--- src/rtl/input_port_fifo_pkg.sv ---
// Shared definitions for the router input port: flit-type codes, field
// geometry and the framing-checker state encoding.
package input_port_fifo_pkg;

  localparam int FLIT_DATA_WIDTH = 32;
  localparam int FT_W            = 3;

  localparam logic [FT_W-1:0] FT_HEAD      = 3'b001;
  localparam logic [FT_W-1:0] FT_BODY      = 3'b010;
  localparam logic [FT_W-1:0] FT_TAIL      = 3'b100;
  localparam logic [FT_W-1:0] FT_HEAD_TAIL = 3'b101;

  typedef enum logic [0:0] {
    ST_IDLE   = 1'b0,
    ST_IN_PKT = 1'b1
  } frame_state_e;

endpackage

--- src/rtl/input_port_fifo_flit_frame_checker.sv ---
// Packet framing monitor: follows header/body/tail order on accepted writes
// and raises a sticky proto_err on any violation. It never blocks data.
module flit_frame_checker
  import input_port_fifo_pkg::*;
(
  input  logic            clk,
  input  logic            rst,
  input  logic            wr_accept,
  input  logic [FT_W-1:0] flit_type,
  output logic            proto_err
);

  frame_state_e state_q, state_d;
  logic         err_q, err_d;

  always_ff @(posedge clk or posedge rst) begin
    if (rst) begin
      state_q <= ST_IDLE;
      err_q   <= 1'b0;
    end else begin
      state_q <= state_d;
      err_q   <= err_d;
    end
  end

  always_comb begin
    state_d = state_q;
    err_d   = err_q;
    if (wr_accept) begin
      case (state_q)
        ST_IDLE: begin
          if (flit_type == FT_HEAD)           state_d = ST_IN_PKT;
          else if (flit_type != FT_HEAD_TAIL) err_d   = 1'b1;
        end
        ST_IN_PKT: begin
          // A stray header inside a packet is flagged but the packet stays open.
          if (flit_type == FT_TAIL)           state_d = ST_IDLE;
          else if (flit_type != FT_BODY)      err_d   = 1'b1;
        end
        default: state_d = ST_IDLE;
      endcase
    end
  end

  assign proto_err = err_q;

endmodule

--- src/rtl/input_port_fifo.sv ---
// Router input port: FWFT flit FIFO with per-pop credit return, overflow
// detection and a packet-framing monitor.
module input_port_fifo
  import input_port_fifo_pkg::*;
#(
  parameter int DATA_WIDTH = FLIT_DATA_WIDTH,
  parameter int DEPTH      = 4,
  parameter int PTR_W      = 2
) (
  input  logic                  clk,
  input  logic                  rst,
  input  logic [DATA_WIDTH-1:0] datain,
  input  logic                  validin,
  input  logic                  rd_en,
  output logic [DATA_WIDTH-1:0] dataout,
  output logic                  validout,
  output logic [PTR_W:0]        count,
  output logic                  credit_out,
  output logic                  overflow_err,
  output logic                  proto_err
);

  localparam logic [PTR_W:0] FULL_CNT = (PTR_W+1)'(DEPTH);

  logic [DATA_WIDTH-1:0] mem_q [DEPTH];
  logic [PTR_W-1:0]      wr_ptr_q, wr_ptr_d;
  logic [PTR_W-1:0]      rd_ptr_q, rd_ptr_d;
  logic [PTR_W:0]        count_q, count_d;
  logic                  credit_q, credit_d;
  logic                  ovf_q, ovf_d;

  logic full, empty, pop, wr, drop;

  assign full  = (count_q == FULL_CNT);
  assign empty = (count_q == '0);
  // A pop at full frees the slot the same-cycle write lands in.
  assign pop   = rd_en & ~empty;
  assign wr    = validin & (~full | pop);
  assign drop  = validin & full & ~pop;

  always_comb begin
    wr_ptr_d = wr_ptr_q;
    rd_ptr_d = rd_ptr_q;
    count_d  = count_q;
    credit_d = pop;
    ovf_d    = ovf_q | drop;
    if (wr)  wr_ptr_d = wr_ptr_q + PTR_W'(1);
    if (pop) rd_ptr_d = rd_ptr_q + PTR_W'(1);
    if (wr && !pop)      count_d = count_q + (PTR_W+1)'(1);
    else if (pop && !wr) count_d = count_q - (PTR_W+1)'(1);
  end

  always_ff @(posedge clk or posedge rst) begin
    if (rst) begin
      wr_ptr_q <= '0;
      rd_ptr_q <= '0;
      count_q  <= '0;
      credit_q <= 1'b0;
      ovf_q    <= 1'b0;
    end else begin
      wr_ptr_q <= wr_ptr_d;
      rd_ptr_q <= rd_ptr_d;
      count_q  <= count_d;
      credit_q <= credit_d;
      ovf_q    <= ovf_d;
    end
  end

  always_ff @(posedge clk) begin
    if (wr) mem_q[wr_ptr_q] <= datain;
  end

  flit_frame_checker u_frame (
    .clk       (clk),
    .rst       (rst),
    .wr_accept (wr),
    .flit_type (datain[DATA_WIDTH-1 -: FT_W]),
    .proto_err (proto_err)
  );

  assign dataout      = empty ? '0 : mem_q[rd_ptr_q];
  assign validout     = ~empty;
  assign count        = count_q;
  assign credit_out   = credit_q;
  assign overflow_err = ovf_q;

endmodule

--- config.mk ---
export PLATFORM = sky130hd
export DESIGN_NAME = input_port_fifo
export DESIGN_NICKNAME = d
export VERILOG_FILES = /design/src/rtl/input_port_fifo_pkg.sv /design/src/rtl/input_port_fifo_flit_frame_checker.sv /design/src/rtl/input_port_fifo.sv
export SDC_FILE = /design/constraint.sdc
export NUM_CORES = 1
export LEC_CHECK = 0
export ABC_CLOCK_PERIOD_IN_PS = 2500
export BUFFER_PORTS_ARGS = -buffer_cell sky130_fd_sc_hd__buf_2
export CORE_MARGIN = 1
export CORE_UTILIZATION = 40
export CTS_CLUSTER_DIAMETER = 40
export CTS_CLUSTER_SIZE = 16
export DETAILED_ROUTE_END_ITERATION = 10
export GPL_TIMING_DRIVEN = 1
export PLACE_DENSITY = 0.62
export SYNTH_ARGS = -nofsm -noshare
export SYNTH_HDL_FRONTEND = slang
export SYNTH_SLANG_ARGS = --single-unit
--- constraint.sdc ---
create_clock -name clk -period 2.5 [get_ports clk]
set_clock_uncertainty 0.1 [all_clocks]
set_input_delay 0.125 -clock clk [delete_from_list [all_inputs] [get_ports clk]]
set_output_delay 0.125 -clock clk [all_outputs]
set_load 0.01 [all_outputs]
Word-level counts from Yosys, hierarchy flattened. Memories as Yosys holds them, arrays and structs flattened. Index checks and enable logic that the tools add are counted.

Add/subtract/negate cells: 4. Equal/unequal tests: 9. Multiplexer cells: 13. Bitwise logic cells: 10. Reductions and logical operators: 7.

Operators with widths (number): $mux W32 (1); $mux W1 (8); $eq A3 B3 Y1 const B (2); $mux W3 (2); $ne A2 B2 Y1 const B (3); $reduce_and A5 Y1 (1); $add A2 B1 Y2 const B (2); $and A1 B1 Y1 (4); $not A1 Y1 (4); $pmux W1 S2 (2); $add A3 B1 Y3 const B (1); $eq A3 B1 Y1 const B (1); $logic_not A3 Y1 (1); $ne A3 B2 Y1 const B (1); $ne A3 B3 Y1 const B (1); $sub A3 B1 Y3 const B (1); $logic_and A1 B1 Y1 (2); $logic_not A1 Y1 (2); $ne A2 B1 Y1 const B (1); $or A1 B1 Y1 (2); $reduce_bool A2 Y1 (1).

Flip-flop bits (word level): 11. Memory bits (writable): 128. Input bits: 36. Output and inout bits: 39. Word-level logic and storage cells: 51. Memories: 1.

Memory list: mem_q (depth 4, bits a word 32, rd ports 1, clocked after Yosys merged registers in 0, wr ports 1, RTL line input_port_fifo.sv:25) `logic [DATA_WIDTH-1:0] mem_q [DEPTH];`.

Depth between registers and ports, before layout. Gate-level depths: netlist of the first run.

Word-level depth: 9. Mapped depth: 10. Depth with buffers taken out: 9.

Cells and area by module. Synthesis of the first run repeated with hierarchy kept, for this count alone.

Cell total of the unflattened synthesis: 258. Area total of the unflattened synthesis: 5487.8 µm².

Modules (own cells, without submodules): input_port_fifo (times used 1, cells an instance 244, area each 5370.2 µm², seq. area each 4068.9 µm²); flit_frame_checker (times used 1, cells an instance 14, area each 117.6 µm², seq. area each 50.0 µm²).

Worst setup path before layout of the first run. No wires, ideal clock.

Path kind: flip-flop to flip-flop. Start point: register count_q[0], in the netlist count[0]. End point: register count_q[2], in the netlist count[2]. Setup time: 0.079 ns. Data arrival time: 2.179 ns. Required time: 2.321 ns. Setup slack: 0.142 ns. Stages on the path, launching flop included: 11. Buffers on the path: 1. Clock period less this slack: 2.358 ns. Cell sequence: dfrtp_1 > or3_1 > buf_2 > and2_4 > inv_2 > ha_1 > inv_1 > fa_1 > xor2_1 > nor2_1 > xor2_1.

Word-level cells in the longest chain between the ends: 8. Elaborated cells between the ends (all ways): 16. Those cells by class: 2 x add/sub; 1 x eq/ne; 2 x mux; 5 x bitwise; 6 x reduce/logical.

RTL lines: start, declared (RTL line input_port_fifo.sv:28) `logic [PTR_W:0] count_q, count_d;`; start signal, assigned (RTL line input_port_fifo.sv:63) `count_q <= count_d;`; $logic_not A3 Y1 (*) (RTL line input_port_fifo.sv:35) `assign empty = (count_q == '0);`; $not A1 Y1 (*) (RTL line input_port_fifo.sv:37) `assign pop = rd_en & ~empty;`; $and A1 B1 Y1 (*) (RTL line input_port_fifo.sv:37); named net credit_d (RTL line input_port_fifo.sv:29) `logic credit_q, credit_d;`; $or A1 B1 Y1 (RTL line input_port_fifo.sv:38) `assign wr = validin & (~full | pop);`; $and A1 B1 Y1 (RTL line input_port_fifo.sv:38); $logic_not A1 Y1 (RTL line input_port_fifo.sv:50) `else if (pop && !wr) count_d = count_q - (PTR_W+1)'(1);`; $logic_and A1 B1 Y1 (RTL line input_port_fifo.sv:50); $reduce_bool A2 Y1 (no line).

Mark *: on every way through the listed nets, which the timed path passes. The rest lies on a longest branch. The select of a mux whose other input is x is not followed. A chain may end at the register's enable or synchronous reset.

Worst setup path in the final report of the first run. Ends and elaborated chain as after synthesis.

==> results of run 1 <==
[cells in the mapped netlist]
cell type,instances,area (um^2)
sky130_fd_sc_hd__nor2_2,1,6.26
sky130_fd_sc_hd__xor2_1,3,26.3
sky130_fd_sc_hd__inv_2,1,3.75
sky130_fd_sc_hd__inv_1,6,22.5
sky130_fd_sc_hd__mux4_1,4,105
sky130_fd_sc_hd__dfrtp_1,11,275
sky130_fd_sc_hd__o41ai_1,1,8.76
sky130_fd_sc_hd__mux2_2,2,22.5
sky130_fd_sc_hd__a2bb2oi_1,1,8.76
sky130_fd_sc_hd__and2_4,1,8.76
sky130_fd_sc_hd__fa_1,1,20.0
sky130_fd_sc_hd__nor4b_4,1,23.8
sky130_fd_sc_hd__nand3_1,1,5.00
sky130_fd_sc_hd__or3_1,1,6.26
sky130_fd_sc_hd__mux4_2,28,631
sky130_fd_sc_hd__and2_1,36,225
sky130_fd_sc_hd__nor2_1,1,3.75
sky130_fd_sc_hd__a21o_1,2,15.0
sky130_fd_sc_hd__buf_6,1,11.3
sky130_fd_sc_hd__xnor2_1,4,35.0
sky130_fd_sc_hd__buf_2,4,20.0
sky130_fd_sc_hd__buf_12,3,60.1
sky130_fd_sc_hd__nor3b_1,1,7.51
sky130_fd_sc_hd__ha_1,5,62.6
sky130_fd_sc_hd__clkbuf_1,4,15.0
sky130_fd_sc_hd__nor4_1,1,6.26
sky130_fd_sc_hd__edfxtp_1,128,3840
sky130_fd_sc_hd__a31oi_1,1,6.26
[routing by layer]
layer	vias up	routed length (um)	share of wire [%]	global-route usage, %
met3	11	425	4.4	4.45
li1	1264	-	-	-
met4	0	156	1.6	6.65
met1	1416	4150	43	17.7
met5	-	0	0	0
met2	63	4900	51	25.1
[critical path: cells and delay by family, from the launching register on]
kind,cells,cell delay [ns]
XOR/XNOR,2,0.33
adder cells (fa/ha/maj),2,0.55
buffers and inverters,2,0.12
flip-flops,1,0.47
AND/OR/NAND/NOR,3,0.73
[sequential cells by signal, indices dropped and copies added (netlist names)]
signal             flops
overflow_err           1
rd_ptr_q               2
u_frame.state_q        1
u_frame.proto_err      1
mem_q                128
count                  3
wr_ptr_q               2
credit_out             1
[layout by cell type (no fill, tap or decap), drive strengths merged]
cell type / count
a21o: 2
a2bb2oi: 1
a31oi: 1
and2: 37
buf: 84
bufinv: 6
clkbuf: 17
clkinv: 6
clkinvlp: 3
dfrtp: 11
dlygate4sd3: 35
edfxtp: 128
fa: 1
ha: 5
inv: 7
mux2: 2
mux4: 32
nand3: 1
nor2: 2
nor3b: 1
nor4: 1
nor4b: 1
o41ai: 1
or3: 1
xnor2: 4
xor2: 3
[area by class of cell]
| type | instances | area (um^2) |
|---|---|---|
| clock buffers | 17 | 425 |
| well taps | 176 | 220 |
| clock inverters | 15 | 228 |
| repair buffers | 119 | 858 |
| multi-input cells | 96 | 1240 |
| inverters | 7 | 26.3 |
| fillers | 1074 | 6170 |
| flip-flops and latches | 139 | 4120 |
[power breakdown]
part | leakage, nW | internal (W) | switching, W | total [W]
logic | 0.961 | 0.00135 | 0.00119 | 0.00255
clock network | 0.309 | 0.00185 | 0.000894 | 0.00274
registers | 1.30 | 0.00307 | 0.000276 | 0.00335
[stage by stage]
| step | util, % | power (W) | hold WS [ns] | std cells |
|---|---|---|---|---|
| detailed placement | 46.0 | 0.00597 | 0.0442 | 502 |
| global route | 53.6 | 0.00908 | 0.186 | 569 |
| finish | 53.6 | 0.00864 | 0.153 | 569 |
| CTS | 53.5 | 0.00876 | 0.154 | 569 |
| global placement | 46.0 | 0.00593 | 0.0510 | 502 |
| floorplan | - | 0.00507 | -0.123 | 254 |
[repair_timing]
item,in CTS,in global routing
endpoints found under the setup margin,0,3
hold buffers,35,0
buffers inserted,0,0
hold endpoints to repair,143,0
resized for setup,0,1
[cells by family after synthesis]
kind of cell / synth area share [%]
buffers and inverters: 2.42
flip-flops: 75.1
AND/OR/NAND/NOR: 5.34
multiplexers: 13.8
XOR/XNOR: 1.12
AO/OA/AOI/OAI: 0.707
adder cells (fa/ha/maj): 1.51
[worst max-delay path by stage]
stage	to	slack, ns	cells past startpoint
detailed placement	count[2]	0.14	9
CTS	dataout[5]	0.09	4
global route	count[2]	0.005	9
global placement	count[2]	0.23	9
finish	count[2]	0.12	9
floorplan	count[2]	0.14	10
==> impl_results.rst, run 1 <==
.. list-table::
   :header-rows: 1

   * - Metric
     - Value
   * - Status
     - finished, final reports clean
   * - Final Slew Violations
     - 0
   * - Post-DP Area
     - just over 6000 um^2
   * - Worst reg2reg startpoint
     - count[0]
   * - Pin count of the biggest net entering global routing
     - 35
   * - Initial antenna violation count
     - 0
   * - Worst setup slack before clock tree synthesis
     - around 0.14 ns
   * - Routed wire length
     - a little under 10,000 um
   * - Clock tree from TritonCTS
     - done
   * - Worst-margin pin slew
     - about 0.56 ns
   * - Number of buffers inserted during clock tree synthesis
     - 17
   * - Count of different cell masters after synthesis
     - 28
   * - Global-route wire length before repair
     - around 15,000 um
   * - Number of sinks on the clock net
     - between 100 and 150
   * - Clock root buffer
     - sky130_fd_sc_hd__clkbuf_16
   * - Core Box Area
     - roughly 13,000 um^2
   * - CP Launch Point
     - count[0]
   * - Crit Path Max Fanout
     - 5
   * - Most frequent CP cell
     - sky130_fd_sc_hd__xor2_1
   * - Number of DRC markers in iteration 0
     - ~130
   * - Number of register bits inferred by synthesis
     - ~140
   * - Final TNS setup
     - 0 ns
   * - Later-pin clock latency in the skew report
     - 0.41 ns
   * - Cell area after technology mapping
     - around 5500 um^2
   * - Final worst setup slack
     - roughly 0.12 ns
   * - Classification of the worst-slack hold path
     - primary input to async pin
   * - Vias in the first global route
     - just under 3,000
   * - Post-synthesis cell count
     - between 200 and 300
   * - Wire length per cell after detailed routing
     - 16.9 um
   * - Slowest library cell on the worst path
     - sky130_fd_sc_hd__dfrtp_1
   * - Crit. End Element
     - register
   * - Share of final-layout standard cells stronger than drive strength 1
     - slightly below 40%
   * - Top-level I/O count
     - between 70 and 80
   * - Final Wtd Congestion
     - between 0.7 and 0.8
   * - Diodes inserted
     - 0
   * - Pleak
     - 2.57 nW
   * - Synthesized net count
     - 296
   * - Number of port buffers
     - 74
   * - Max-capacitance violation count
     - 0
   * - Area of the die
     - approximately 14,000 um^2
   * - Vias per cell
     - 4.84
   * - Worst reg-to-reg setup slack
     - approximately 0.12 ns
   * - Final count of hold timing violations
     - 0
   * - WP data required
     - about 2.7 ns
   * - Path type of the worst setup path
     - register to register
   * - Period minus WS final
     - 2.38 ns
   * - Cell Pwr Density
     - roughly 1200 nW/um^2
   * - Finish-stage setup viols
     - 0
   * - R2r endpoint
     - count[2]
   * - Vias post-DR
     - around 2,800
   * - Avg Inst Size Synth
     - around 22 um^2
   * - Clock transition at path regs
     - 0.06 ns
   * - Highest ir drop seen on vdd
     - between 500 and 600 uV
   * - Worst max-slew margin expressed relative to the limit
     - between 60 and 70%
   * - H-tree depth
     - 4
   * - Final Net Count
     - 422
   * - Post-route DRC violation count
     - 0
   * - Fin crit share
     - a little over nine tenths
   * - Unrepaired setup endpoints after global routing
     - no
   * - Floorplan die height
     - about 120 um
   * - Finished Cell Area
     - just over 7000 um^2
   * - Register-to-Register Path Depth
     - 9
   * - Post-detailed-route count of antenna-violating nets
     - 0
   * - Global routing usage summed across all routing layers
     - 14.9%
   * - Count of TritonRoute iterations in the first routing pass
     - 4
   * - Half-perimeter wire length after placement
     - ~5900 um
   * - Largest buffer count on any clock path
     - 2
   * - Arrival time reported for the critical path endpoint
     - approximately 2.6 ns
   * - Die boundary width
     - around 120 um
   * - Starting Density
     - between 40% and 50%
   * - Critical path launch point type
     - register
   * - Layout Area Growth over Synthesis
     - 29.8%
   * - Max Clk Rate
     - 0.420 GHz
   * - Delay of the slowest cell on the worst path
     - approximately 0.47 ns
   * - Register area share after synthesis
     - about three quarters
   * - Series of cell instances along the critical path
     - or3_1 -> and2_4 -> inv_2 -> ha_1 -> inv_1 -> fa_1 -> xor2_1 -> nor2_1 -> xor2_1
   * - Std-Cell Rows
     - 42
   * - Yosys synthesis warning count
     - 0
   * - Remaining global-route overflow
     - 0
(Power assumes the default switching activity.)
==> run 2: changes to the inputs <==
--- a/config.mk
+++ b/config.mk
@@ -5,6 +5,7 @@
 export SDC_FILE = /design/constraint.sdc
 export NUM_CORES = 1
 export LEC_CHECK = 0
+export ABC_AREA = 1
 export ABC_CLOCK_PERIOD_IN_PS = 2500
 export BUFFER_PORTS_ARGS = -buffer_cell sky130_fd_sc_hd__buf_2
 export CORE_MARGIN = 1
==> impl_results.rst, run 2 <==
.. list-table::
   :header-rows: 1

   * - Metric
     - Value
   * - Final Wtd Congestion
     - 0.775 (+6.4%)
   * - Final Slew Violations
     - 0 (unchanged)
   * - Avg Inst Size Synth
     - 11.6 um^2 (-46%)
   * - Clk network pwr share
     - 27.5% (-4.3 points)
   * - Final TNS setup
     - 0 ns (unchanged)
   * - Top-level I/O count
     - 75 (unchanged)
   * - Die boundary width
     - 121 um (+1.7%)
   * - Met3 Routed Length
     - 680 um (+60%)
   * - Period minus WS final
     - 2.29 ns (-0.0867 ns)
   * - Routed wire length
     - 11,700 um (+22%)
   * - Clock root buffer
     - sky130_fd_sc_hd__clkbuf_16
   * - Vias per cell
     - 4.75 (-1.9%)
   * - Max Clk Rate
     - 0.436 GHz (+3.8%)
   * - Wire length per cell after detailed routing
     - 14.7 um (-13%)
   * - Number of register bits inferred by synthesis
     - 139 (unchanged)
   * - Count of TritonRoute iterations in the first routing pass
     - 4 (unchanged)
   * - Switching power of the nets
     - 0.00309 W (+31%)
   * - Area of the die
     - 14,700 um^2 (+3.4%)
   * - Layout Area Growth over Synthesis
     - 27.1%
   * - Multiplexer area fraction after synthesis
     - 0% (-14 points)
   * - Clock transition at path regs
     - 0.06 ns (about the same)
   * - Fraction of the mapped netlist area in simple logic gates
     - 15.1% (+9.8 points)
   * - Clock tree from TritonCTS
     - done
   * - Top register by number of flip-flops
     - mem_q
   * - Synthesized net count
     - 529 (+79%)
   * - Crit Path Max Fanout
     - 65 (+60)
   * - Post-synth top cells
     - 146 x sky130_fd_sc_hd__nand2_1, 128 x sky130_fd_sc_hd__edfxtp_1, 73 x sky130_fd_sc_hd__nor2_1
   * - Number of instances resized during post-cts repair
     - 0 (unchanged)
   * - Crit. End Element
     - primary output
   * - Classification of the worst-slack hold path
     - primary input to async pin
   * - Proportion of synthesized flip-flops having asynchronous set or reset
     - 7.91% (unchanged)
   * - Share of synthesized cell area in full adder, half adder and majority cells
     - 1.46% (-0.050 points)
   * - Arrival time reported for the critical path endpoint
     - 2.07 ns (-0.54 ns)
   * - Initial antenna violation count
     - 0 (unchanged)
   * - Fin crit share
     - 91.7% (-3.5 points)
   * - Max-capacitance violation count
     - 0 (unchanged)
   * - Critical path launch point type
     - register
   * - Top-count cell post-synth
     - sky130_fd_sc_hd__nand2_1
   * - Diodes inserted
     - 0 (unchanged)
   * - Largest register FFs
     - 128 (unchanged)
   * - Post-route DRC violation count
     - 0 (unchanged)
   * - M1 wire length
     - 5170 um (+25%)
   * - Share of final-layout standard cells stronger than drive strength 1
     - 20.2% (-19 points)
   * - Vias in the first global route
     - 3,812 (+30%)
   * - Register area share after synthesis
     - 72.6% (-2.5 points)
   * - Top cell type's share of synthesized area
     - 67.8% (-2.3 points)
   * - Half-perimeter wire length after placement
     - 6870 um (+16%)
   * - Combinational Power Share
     - 35.8% (+6.3 points)
   * - Final-layout fill cell count
     - 1,199 (+12%)
   * - Number of DRC markers in iteration 0
     - 255 (+95%)
   * - Final count of hold timing violations
     - 0 (unchanged)
   * - Switching share of power
     - 35.3% (+7.9 points)
   * - Highest ir drop seen on vdd
     - 726 uV (+25%)
   * - Floorplan die height
     - 121 um (+1.7%)
   * - Post-DP Area
     - 6280 um^2 (+2.7%)
   * - Largest buffer count on any clock path
     - 2 (unchanged)
   * - Later-pin clock latency in the skew report
     - 0.42 ns (about the same)
   * - Unrepaired setup endpoints after global routing
     - no
   * - Post-synthesis compound-gate area fraction
     - 6.13% (+5.4 points)
   * - Count of different cell masters after synthesis
     - 18 (-36%)
   * - Number of sinks on the clock net
     - 139 (unchanged)
   * - Worst-margin pin slew
     - 0.715 ns (+0.157 ns)
   * - Number of flops mapped to enable cells by yosys
     - 128 (unchanged)
   * - Number of buffers inserted during clock tree synthesis
     - 17 (unchanged)
   * - Yosys synthesis warning count
     - 0 (unchanged)
   * - Final Net Count
     - 649 (+54%)
   * - Post-detailed-route count of antenna-violating nets
     - 0 (unchanged)
   * - Number of port buffers
     - 74 (unchanged)
   * - Path type of the worst setup path
     - register to primary output
   * - Cell area after technology mapping
     - 5670 um^2 (+3.4%)
   * - Combinational family with the most area after synthesis
     - simple AND/OR/NAND/NOR gates
   * - Pin count of the biggest net entering global routing
     - 66 (+89%)
   * - Most used cells in the layout excluding fill and tap cells
     - 146 x sky130_fd_sc_hd__nand2_1, 128 x sky130_fd_sc_hd__edfxtp_1, 74 x sky130_fd_sc_hd__buf_2
   * - Finished Cell Area
     - 7210 um^2 (+1.3%)
   * - Proportion of power drawn by flip-flops and latches
     - 36.7% (-2.1 points)
   * - Remaining global-route overflow
     - 0 (unchanged)
   * - Cell Pwr Density
     - 1210 nW/um^2 (about the same)
   * - Routed length on met2
     - 5700 um (+16%)
   * - Std-Cell Rows
     - 43 (+2.4%)
   * - Finish-stage setup viols
     - 0 (unchanged)
   * - H-tree depth
     - 4 (unchanged)
   * - WP data required
     - 2.28 ns (-0.45 ns)
   * - Global-route wire length before repair
     - 19,000 um (+25%)
   * - Internal portion of total power
     - 0.00566 W (-9.8%)
   * - Fin cells
     - 800 (+41%)
   * - Core Box Area
     - 13,900 um^2 (+4.4%)
   * - Vias post-DR
     - 3,797 (+38%)
   * - Highest routing layer actually used
     - met4
   * - Pleak
     - 2.90 nW (+13%)
   * - Starting Density
     - 40.9% (-0.39 points)
   * - Area contributors post-synth
     - sky130_fd_sc_hd__edfxtp_1 68%, sky130_fd_sc_hd__nand2_1 9.7%, sky130_fd_sc_hd__dfrtp_1 4.9%
   * - Flip-flop cell with the highest count after synthesis
     - sky130_fd_sc_hd__edfxtp_1
   * - Global routing usage summed across all routing layers
     - 17.6% (+2.6 points)
   * - Post-synthesis cell count
     - 487 (+92%)
   * - Largest area contributor in the synthesized netlist
     - sky130_fd_sc_hd__edfxtp_1
   * - Commonest non-fill, non-tap cell in the layout
     - sky130_fd_sc_hd__nand2_1
   * - Inst Count DP
     - 732 (+46%)
   * - Synth Area in XOR/XNOR
     - 0.618% (-0.50 points)
   * - Status
     - finished, final reports clean
   * - Worst max-slew margin expressed relative to the limit
     - 52.3% (-10 points)
==> run 2: final timing paths <==
kind,from,endpoint,slack [ns],depth (start not counted)
setup / recovery,rd_ptr_q[0],dataout[2],0.21,6
hold / removal,rst,u_frame.proto_err,0.14,3
setup reg to reg,count[0],count[2],0.37,10
hold reg to reg,u_frame.proto_err,u_frame.proto_err,0.39,2
max in group asynchronous,rst,rd_ptr_q[0],1.84,3
min in group clk,datain[28],mem_q[0][28],0.35,2
==> run 2: per-layer routing <==
layer	global-route usage, %	up-vias
li1	-	1888
met1	21.5	1778
met2	29.2	115
met3	4.75	16
met4	7.72	0
met5	0	-
==> run 2: power by group through the flow <==
stage | Clock (W) | Combinational [W] | Sequential, W
finish | 0.00241 | 0.00313 | 0.00321
global route | 0.00256 | 0.00354 | 0.00325
CTS | 0.00247 | 0.00318 | 0.00321
detailed placement | 0 | 0.00311 | 0.00326
global placement | 0 | 0.00307 | 0.00324
floorplan | 0 | 0.00202 | 0.00326
==> run 2: worst max-delay path: stages, from the launching register on <==
cell and delay [ns]:
sky130_fd_sc_hd__dfrtp_2 0.36, sky130_fd_sc_hd__buf_4 0.57, sky130_fd_sc_hd__nor2_1 0.11, sky130_fd_sc_hd__nor2_1 0.12, sky130_fd_sc_hd__o21ai_0 0.09, sky130_fd_sc_hd__a21oi_1 0.21, sky130_fd_sc_hd__buf_2 0.18
==> run 2: cell type report <==
| type | count | area (um^2) | share of cell area, % |
|---|---|---|---|
| sequential | 139 | 4120 | 57.1 |
| multi-input combinational | 305 | 1350 | 18.8 |
| timing repair buffer | 125 | 868 | 12.0 |
| clock buffer | 21 | 450 | 6.25 |
| tap | 180 | 225 | 3.12 |
| clock inverter | 11 | 123 | 1.70 |
| inverter | 19 | 71.3 | 0.989 |
==> run 2: through the flow <==
stage	power (W)	hold slack, ns	setup WS (ns)	util [%]
CTS	0.00886	0.141	0.180	51.9
floorplan	0.00528	-0.123	-0.175	-
detailed placement	0.00637	0.0451	0.393	45.2
global placement	0.00630	0.0310	0.534	45.2
finish	0.00875	0.142	0.207	51.9
global route	0.00935	0.196	0.0302	51.9
==> run 2: cell families (layout without fill, tap and decap cells) <==
family / Yosys count / in the layout
flip-flops: 139 / 139
AO/OA/AOI/OAI: 69 / 69
buffers and inverters: 43 / 176
adder cells (fa/ha/maj): 6 / 6
XOR/XNOR: 4 / 4
AND/OR/NAND/NOR: 226 / 226
==> run 2: timing repair <==
action	in CTS	in global routing
setup buffers	0	0
hold buffers	36	0
setup endpoints to repair	0	0
endpoints found under the hold margin	144	0
